## config.mk

```make
export PLATFORM = sky130hd
export DESIGN_NAME = comp_divider
export DESIGN_NICKNAME = d
export VERILOG_FILES = /design/src/rtl/comp_divider.sv
export SDC_FILE = /design/constraint.sdc
export NUM_CORES = 1
export LEC_CHECK = 0
export ABC_AREA = 0
export CAP_MARGIN = 10
export CORE_MARGIN = 3
export CORE_UTILIZATION = 45
export CTS_BUF_LIST = sky130_fd_sc_hd__clkbuf_8
export DETAILED_ROUTE_END_ITERATION = 10
export GPL_ROUTABILITY_DRIVEN = 1
export PLACE_DENSITY = 0.68
export SLEW_MARGIN = 0
export SYNTH_ARGS = -nofsm -noshare
export SYNTH_HDL_FRONTEND = slang
export SYNTH_SLANG_ARGS = --single-unit
```

## constraint.sdc

```tcl
create_clock -name clk -period 2.9 [get_ports clk]
set_input_delay 0.58 -clock clk [delete_from_list [all_inputs] [get_ports clk]]
set_output_delay 0.58 -clock clk [all_outputs]
set_load 0.005 [all_outputs]
```

## src/rtl/comp_divider.sv

```systemverilog
// Sequential 32-bit unsigned restoring divider, one quotient bit per clock.
// Shares the run/ready handshake of the shift-add multiplier.
module comp_divider (
    input  logic        clk,
    input  logic        reset,
    input  logic [31:0] Dividend,
    input  logic [31:0] Divisor,
    input  logic        run,
    output logic [31:0] Quotient,
    output logic [31:0] Remainder,
    output logic        ready,
    output logic        div_by_zero
);

    typedef enum logic [1:0] {IDLE = 2'd0, CALC = 2'd1, DONE = 2'd2} state_t;

    state_t      state;
    logic [5:0]  count;
    logic [31:0] divisor;
    logic [63:0] work;

    // One restoring step. The shifted partial remainder keeps its carry-out
    // (33 bits) so divisors at or above 2^31 still compare correctly.
    function automatic logic [63:0] restore_step(input logic [63:0] w,
                                                 input logic [31:0] d);
        logic        [32:0] shifted;
        logic signed [33:0] diff;
        shifted = w[63:31];
        diff    = $signed({1'b0, shifted}) - $signed({2'b00, d});
        if (diff >= 34'sd0)
            return {diff[31:0], w[30:0], 1'b1};
        else
            return {shifted[31:0], w[30:0], 1'b0};
    endfunction

    always_ff @(posedge clk or negedge reset) begin
        if (!reset) begin
            state       <= IDLE;
            count       <= 6'd0;
            divisor     <= 32'd0;
            work        <= 64'd0;
            div_by_zero <= 1'b0;
        end else begin
            case (state)
                IDLE, DONE: begin
                    if (run) begin
                        divisor <= Divisor;
                        count   <= 6'd0;
                        if (Divisor == 32'd0) begin
                            work        <= {Dividend, 32'hFFFF_FFFF};
                            div_by_zero <= 1'b1;
                            state       <= DONE;
                        end else begin
                            work        <= {32'd0, Dividend};
                            div_by_zero <= 1'b0;
                            state       <= CALC;
                        end
                    end
                end
                CALC: begin
                    work  <= restore_step(work, divisor);
                    count <= count + 6'd1;
                    if (count == 6'd31)
                        state <= DONE;
                end
                default: state <= IDLE;
            endcase
        end
    end

    assign Quotient  = work[31:0];
    assign Remainder = work[63:32];
    assign ready     = (state == DONE);

endmodule

```

==> results.md, run 1 <==
* Async SR Flop Fraction at 100%
* Critical path data arrival time at 3.04 ns
* Worst Path Required at 3.18 ns
* RePlAce Congestion at 0.922
* Reg-to-Reg Start: work[41]
* Critical-path cell list: ha_1, nand4_1, or3b_1, a21oi_2, nor3_2, o31a_1, o31ai_1, nor4b_2, o21ai_1
* Setup violators final at 0
* Top delay family on crit path: simple AND/OR/NAND/NOR gates
* Rows at 43
* Register area share after synthesis at 40.2%
* Fillers at 1262
* Vias per inst at 5.89
* Synthesized area at 6530 µm²
* Met1 usage at 36.2%
* Total Routing Usage GR at 26.5%
* Crit start category: register
* RSZ-0062 raised after global routing: yes
* Area occupied by multi-input gates at 3630 µm²
* Status: finished, final reports clean
* Max Fanout on Critical Path at 7
* Clock buffer count from CTS at 9
* Worst-skew pair later-pin latency at 0.40 ns
* Top_reg_cell synth: dfrtp_1
* CP startpoint: work[41]
* Tmin final at 2.76 ns
* Worst Max-Slew Pin Slew at 0.633 ns
* CP endpoint kind: register
* Initial core utilization at 46.5%
* Cell area after layout at 8530 µm²
* Max_cap viols at 0
* R2r worst-path depth at 9
* CTS clk-pin slew, worst paths at 0.10 ns
* Relative slew slack at 57.8%
* Final ANT Viol Nets at 0
* Synthesized flop and latch total at 105
* Total power at 12000 µW
* Slew Viols, Final at 0
* Cts hold-fix bufs at 0
* CTS tree: done
* Area Growth Syn to Fin at 30.5%
* HP Class: primary input to async pin
* Root Driver: clkbuf_8
* Worst path max stage delay at 0.41 ns
* Clk_skew at 0.0111 ns
* EDFF count, synth at 0
* Post-DP Area at 8140 µm²
* Warnings, synthesis at 0
* R2R Setup Slk at 0.14 ns
* Worst path depth at 9
* Reg area at 2630 µm²
* Mean Syn Cell Area at 8.60 µm²
* Buf/Inv on CP at 0
* Mean routed wirelength per cell at 19.4 µm
* CTS Buffer Depth at 2
* ANT cells at 0
* Congestion Overflow GR at 0
* # clock sinks at 105
* Leakage power at 0.00358 µW
* Die area at 16000 µm²
* DRC viols at 0
* Fin. Hold Viols at 0
* First-pass GRT wire length at 34200 µm
* Synth cell types at 69
* Busiest layer in global routing: met2
* IO Count at 133
* Layout cells sized above 1 at 10.7%
* CP max-delay cell: dfrtp_1
* H-tree depth at 3
* Final Cycle Share at 95.1%
* Cell count after synthesis at 760
* PwrDens at 1410 nW/µm²
* Vias in the first global route at 6443
* Met3 usage at 5.31%
* Die width at 126 µm
* Mapped Nets at 861
* Met2 Track Usage GR at 43.1%
* Core ar. at 14000 µm²
* HPWL Detailed at 15800 µm
* Largest net degree at the start of global routing at 106
* WS Path Type: register to register
* Hold WS at 0.198 ns
* TNS Setup at 0 ns
* Die Height at 126 µm
* Final net count at 1001
* Final WL at 21100 µm
* PortBufs at 132
* Vias at 6380
* Iter 0 DRT Violations at 465
* Fmax at 0.363 GHz
* Drt first pass iters at 5
* Initial antenna violation count at 0
* Max IR drop VDD at 0.489 mV
## registers in the layout (all words and copies together) (netlist names)
signal       count
count            6
div_by_zero      1
work            64
state            2
divisor         32
## power breakdown
| group | switching [µW] | total, µW | leakage [µW] | internal [µW] |
|---|---|---|---|---|
| Clock | 528 | 1090 | 0.000116 | 566 |
| Sequential | 566 | 2770 | 0.00125 | 2200 |
| Combinational | 4290 | 8120 | 0.00222 | 3840 |
## repair_timing
item / in CTS / in global routing
endpoints found under the setup margin: 2 / 32
setup buffers: 1 / 4
pin swaps: 1 / 5
gates resized for setup: 1 / 25
## kinds of logic (layout without fill, tap and decap cells)
| family | count (synthesis) | after routing | share of synthesized area (%) |
|---|---|---|---|
| AOI/OAI and AO/OA | 231 | 231 | 23.1 |
| xor gates and xnor gates | 25 | 25 | 3.35 |
| adders and majority gates | 34 | 34 | 6.63 |
| buffers and inverters | 84 | 227 | 6.41 |
| DFF | 105 | 105 | 40.2 |
| muxes | 4 | 4 | 0.613 |
| and+or+nand+nor | 277 | 277 | 19.6 |
## Yosys cell counts (5+ instances only)
cell type,count,area share [%]
clkbuf_1,26,1.5
o21a_1,7,0.80
nor4_1,10,0.96
a31oi_1,10,0.96
o21ai_0,59,4.5
a22o_1,5,0.67
o22ai_1,33,3.2
o31ai_1,6,0.69
nor3_1,6,0.46
xor2_1,9,1.2
nor2b_1,5,0.48
o21bai_1,5,0.57
dfrtp_1,105,40
nand2b_1,8,0.77
a21oi_1,33,2.5
nor2_1,90,5.2
buf_2,6,0.46
o21ai_1,6,0.46
ha_1,33,6.3
a21o_1,9,1.0
nand4_1,10,0.96
inv_1,40,2.3
nand2_1,59,3.4
xnor2_1,16,2.1
nand3_1,73,5.6
a22oi_1,23,2.6
## worst paths after layout
check | endpoint
min reg2reg | count[5]
max reg2reg | work[62]
min | count[2]
max | work[62]
max in group asynchronous | divisor[26]
min in group clk | count[5]
## metrics by stage
step	instances	setup slack [ns]	util, %
6_report	1083	0.142	60.7
5_1_grt	1083	-0.0413	60.7
4_1_cts	1079	0.0212	59.7
3_5_place_dp	1064	-0.0192	58.0
3_3_place_gp	1064	0.000703	58.0
2_1_floorplan	760	0.287	-
## metal layers
| metal | routed length, µm | part of all wire, % | up-vias |
|---|---|---|---|
| met5 | 0 | 0 | - |
| met4 | 315 | 1.5 | 0 |
| met3 | 1130 | 5.3 | 22 |
| met2 | 9880 | 47 | 192 |
| met1 | 9740 | 46 | 3127 |
| li1 | - | - | 3039 |
## layout make-up
class / instances / share of cell area [%]
multi-input combinational: 571 / 42.5
inverter: 40 / 1.76
timing repair buffer: 173 / 19.6
clock buffer: 9 / 1.45
sequential: 105 / 30.8
clock inverter: 5 / 1.22
tap: 180 / 2.64
## placed cells by master, fill, tap and decap left out, types with 8 or more instances in the layout
cell type / instances
o22ai_1: 33
a21o_1: 9
clkbuf_8: 9
a22oi_1: 23
inv_1: 40
a31oi_1: 10
nor4_1: 9
nand2_1: 59
nand3_1: 71
dfrtp_1: 105
nand2b_1: 8
xnor2_1: 16
ha_1: 26
xor2_1: 9
buf_4: 38
clkdlybuf4s50_1: 131
nand4_1: 10
nor2_1: 89
o21ai_0: 58
a21oi_1: 31
(Power assumes the default switching activity.)
==> run 2, diff against run 1 <==
--- a/config.mk
+++ b/config.mk
@@ -7,11 +7,12 @@
 export LEC_CHECK = 0
 export ABC_AREA = 0
 export CAP_MARGIN = 10
-export CORE_MARGIN = 3
+export CORE_ASPECT_RATIO = 0.9
 export CORE_UTILIZATION = 45
 export CTS_BUF_LIST = sky130_fd_sc_hd__clkbuf_8
 export DETAILED_ROUTE_END_ITERATION = 10
 export GPL_ROUTABILITY_DRIVEN = 1
+export MAX_ROUTING_LAYER = met4
 export PLACE_DENSITY = 0.68
 export SLEW_MARGIN = 0
 export SYNTH_ARGS = -nofsm -noshare
==> run 2 against run 1 <==
Via count up 0.24%. Sequential power is essentially flat. Clock skew rose by 0.0050 ns. Worst setup slack got worse by 0.029 ns. Power grew 2.3%. Core utilization increased by 0.39 points. Final area rose by 1.1%. Final cell count grew 2.4%. Largest cell class unchanged. Highest routed layer unchanged.
==> results.md, run 2 (synthesized netlist as in run 1, its figures left out) <==
* Status: finished, final reports clean
* Clk_skew at 0.0160 ns
* Total Routing Usage GR at 30.0%
* Vias per inst at 5.77
* CP startpoint: divisor[11]
* HP Class: register to register
* Hold path start: count[5]
* RePlAce Congestion at 0.968
* Worst-skew pair later-pin latency at 0.40 ns
* P_sw at 5560 µW
* Final WL at 20900 µm
* PwrDens at 1420 nW/µm²
* Clock buffer count from CTS at 9
* Vias in the first global route at 6169
* Fillers at 1213
* Initial antenna violation count at 0
* Vias at 6395
* CP endpoint kind: register
* Die Height at 116 µm
* Die width at 129 µm
* Most flops, register: work
* Max IR drop VDD at 0.662 mV
* Iter 0 DRT Violations at 555
* Tmin final at 2.79 ns
* Layout cells sized above 1 at 11.0%
* Drt first pass iters at 5
* Fmax at 0.359 GHz
* H-tree depth at 3
* Max reg flops at 64
* Combinational Power Share at 68.5%
* Slew Viols, Final at 0
* Reg area at 2630 µm²
* Cell area after layout at 8620 µm²
* Final ANT Viol Nets at 0
* Root Driver: clkbuf_8
* DRC viols at 0
* Leakage power at 0.00364 µW
* HPWL Detailed at 16200 µm
* Final Cycle Share at 96.1%
* Clock Power Share at 8.8%
* ANT cells at 0
* Rows at 41
* Worst Max-Slew Pin Slew at 0.587 ns
* Internal power at 6700 µW
* Sequential share of power at 22.7%
* Reg-to-Reg Start: divisor[11]
* Area Growth Syn to Fin at 31.9%
* WS Path Type: register to register
* IO Count at 133
* Largest net degree at the start of global routing at 60
* Setup violators final at 0
* Critical path data arrival time at 3.05 ns
* PortBufs at 132
* Core ar. at 14100 µm²
* Relative slew slack at 60.9%
* Sw Share at 45.3%
* Congestion Overflow GR at 0
* Most common cell after layout, fill and taps aside: clkdlybuf4s50_1
* Final net count at 1012
* Area occupied by multi-input gates at 3570 µm²
* Mean routed wirelength per cell at 18.9 µm
* # clock sinks at 105
* Max Fanout on Critical Path at 7
* Initial core utilization at 46.3%
* Max_cap viols at 0
* Fin. Hold Viols at 0
* Worst Path Required at 3.16 ns
* Crit start category: register
* Biggest regs: work x64, divisor x32, count x6
* CTS Buffer Depth at 2
* Commonest cells after routing, fill and taps aside: clkdlybuf4s50_1 (131), dfrtp_1 (105), nor2_1 (89)
* First-pass GRT wire length at 33000 µm
* CTS tree: done
* Post-DP Area at 8270 µm²
* CTS clk-pin slew, worst paths at 0.11 ns
* Die area at 15000 µm²
* Hold WS at 0.504 ns
==> run 2: cell count changes in the layout (fill, tap and decap cells not counted), sizes merged <==
cell         previous run  this run
bufinv                  3         2
inv                    41        43
clkinv                  1         0
buf                    42        52
clkinvlp                0         1
dlygate4sd3             0         1
clkbuf                  9        10
==> run 2: power by group through the flow <==
stage	registers (µW)	clock network [µW]	logic, µW
6_report	2780	1080	8400
5_1_grt	2870	1160	9230
4_1_cts	2770	1100	8140
3_5_place_dp	2790	0	8050
3_3_place_gp	2770	0	8040
2_1_floorplan	2700	0	5220
==> run 2: path summary, 6_finish.rpt <==
check                              endpoint  slack [ns]  depth (start not counted)
min in group asynchronous       divisor[13]        0.56                          2
max in group asynchronous          work[27]        1.61                          3
worst max register to register     work[60]        0.11                         10
worst min register to register     count[5]        0.50                          1
worst max-delay path               work[60]        0.11                         10
worst min-delay path               count[5]        0.50                          1
==> run 2: what timing repair did <==
item / in CTS / in global routing
buffers inserted: 0 / 5
resized for setup: 1 / 15
setup endpoints to repair: 1 / 29
hold endpoints to repair: 2 / 0
hold buffers: 1 / 0
pin swaps: 0 / 6
==> run 2: per-stage QoR <==
step | util, % | setup WS (ns) | total power [µW] | std cells | setup TNS [ns]
6_report | 61.1 | 0.113 | 12300 | 1109 | 0
3_5_place_dp | 58.6 | 0.0255 | 10800 | 1087 | 0
3_3_place_gp | 58.6 | 0.0399 | 10800 | 1087 | 0
4_1_cts | 60.4 | 0.0145 | 12000 | 1104 | 0
5_1_grt | 61.1 | -0.00322 | 13300 | 1109 | -0.00322
2_1_floorplan | - | 0.287 | 7910 | 760 | 0
==> run 2: layer usage <==
| layer | GRT usage (%) | part of all wire [%] | vias up |
|---|---|---|---|
| met4 | 6.98 | 0.89 | 0 |
| li1 | - | - | 3064 |
| met2 | 43.7 | 44 | 221 |
| met3 | 6.00 | 6.8 | 11 |
| met1 | 42.6 | 49 | 3099 |
| met5 | - | 0 | - |
==> run 2: cell type report <==
class,instances,area share [%]
Tap cell,193,2.80
Timing Repair Buffer,184,20.8
Clock inverter,6,1.12
Multi-Input combinational cell,571,41.4
Clock buffer,10,1.60
Inverter,40,1.74
Sequential cell,105,30.5
==> run 2: worst max-delay path, cell delays in order (launching register included) <==
cell and delay (ns):
dfrtp_1 0.33, inv_1 0.08, ha_1 0.41, nand4_1 0.24
or3b_1 0.42, a21oi_2 0.18, nor3_2 0.09, o31a_1 0.33
nand4b_1 0.20, a31oi_1 0.23, o21ai_0 0.14
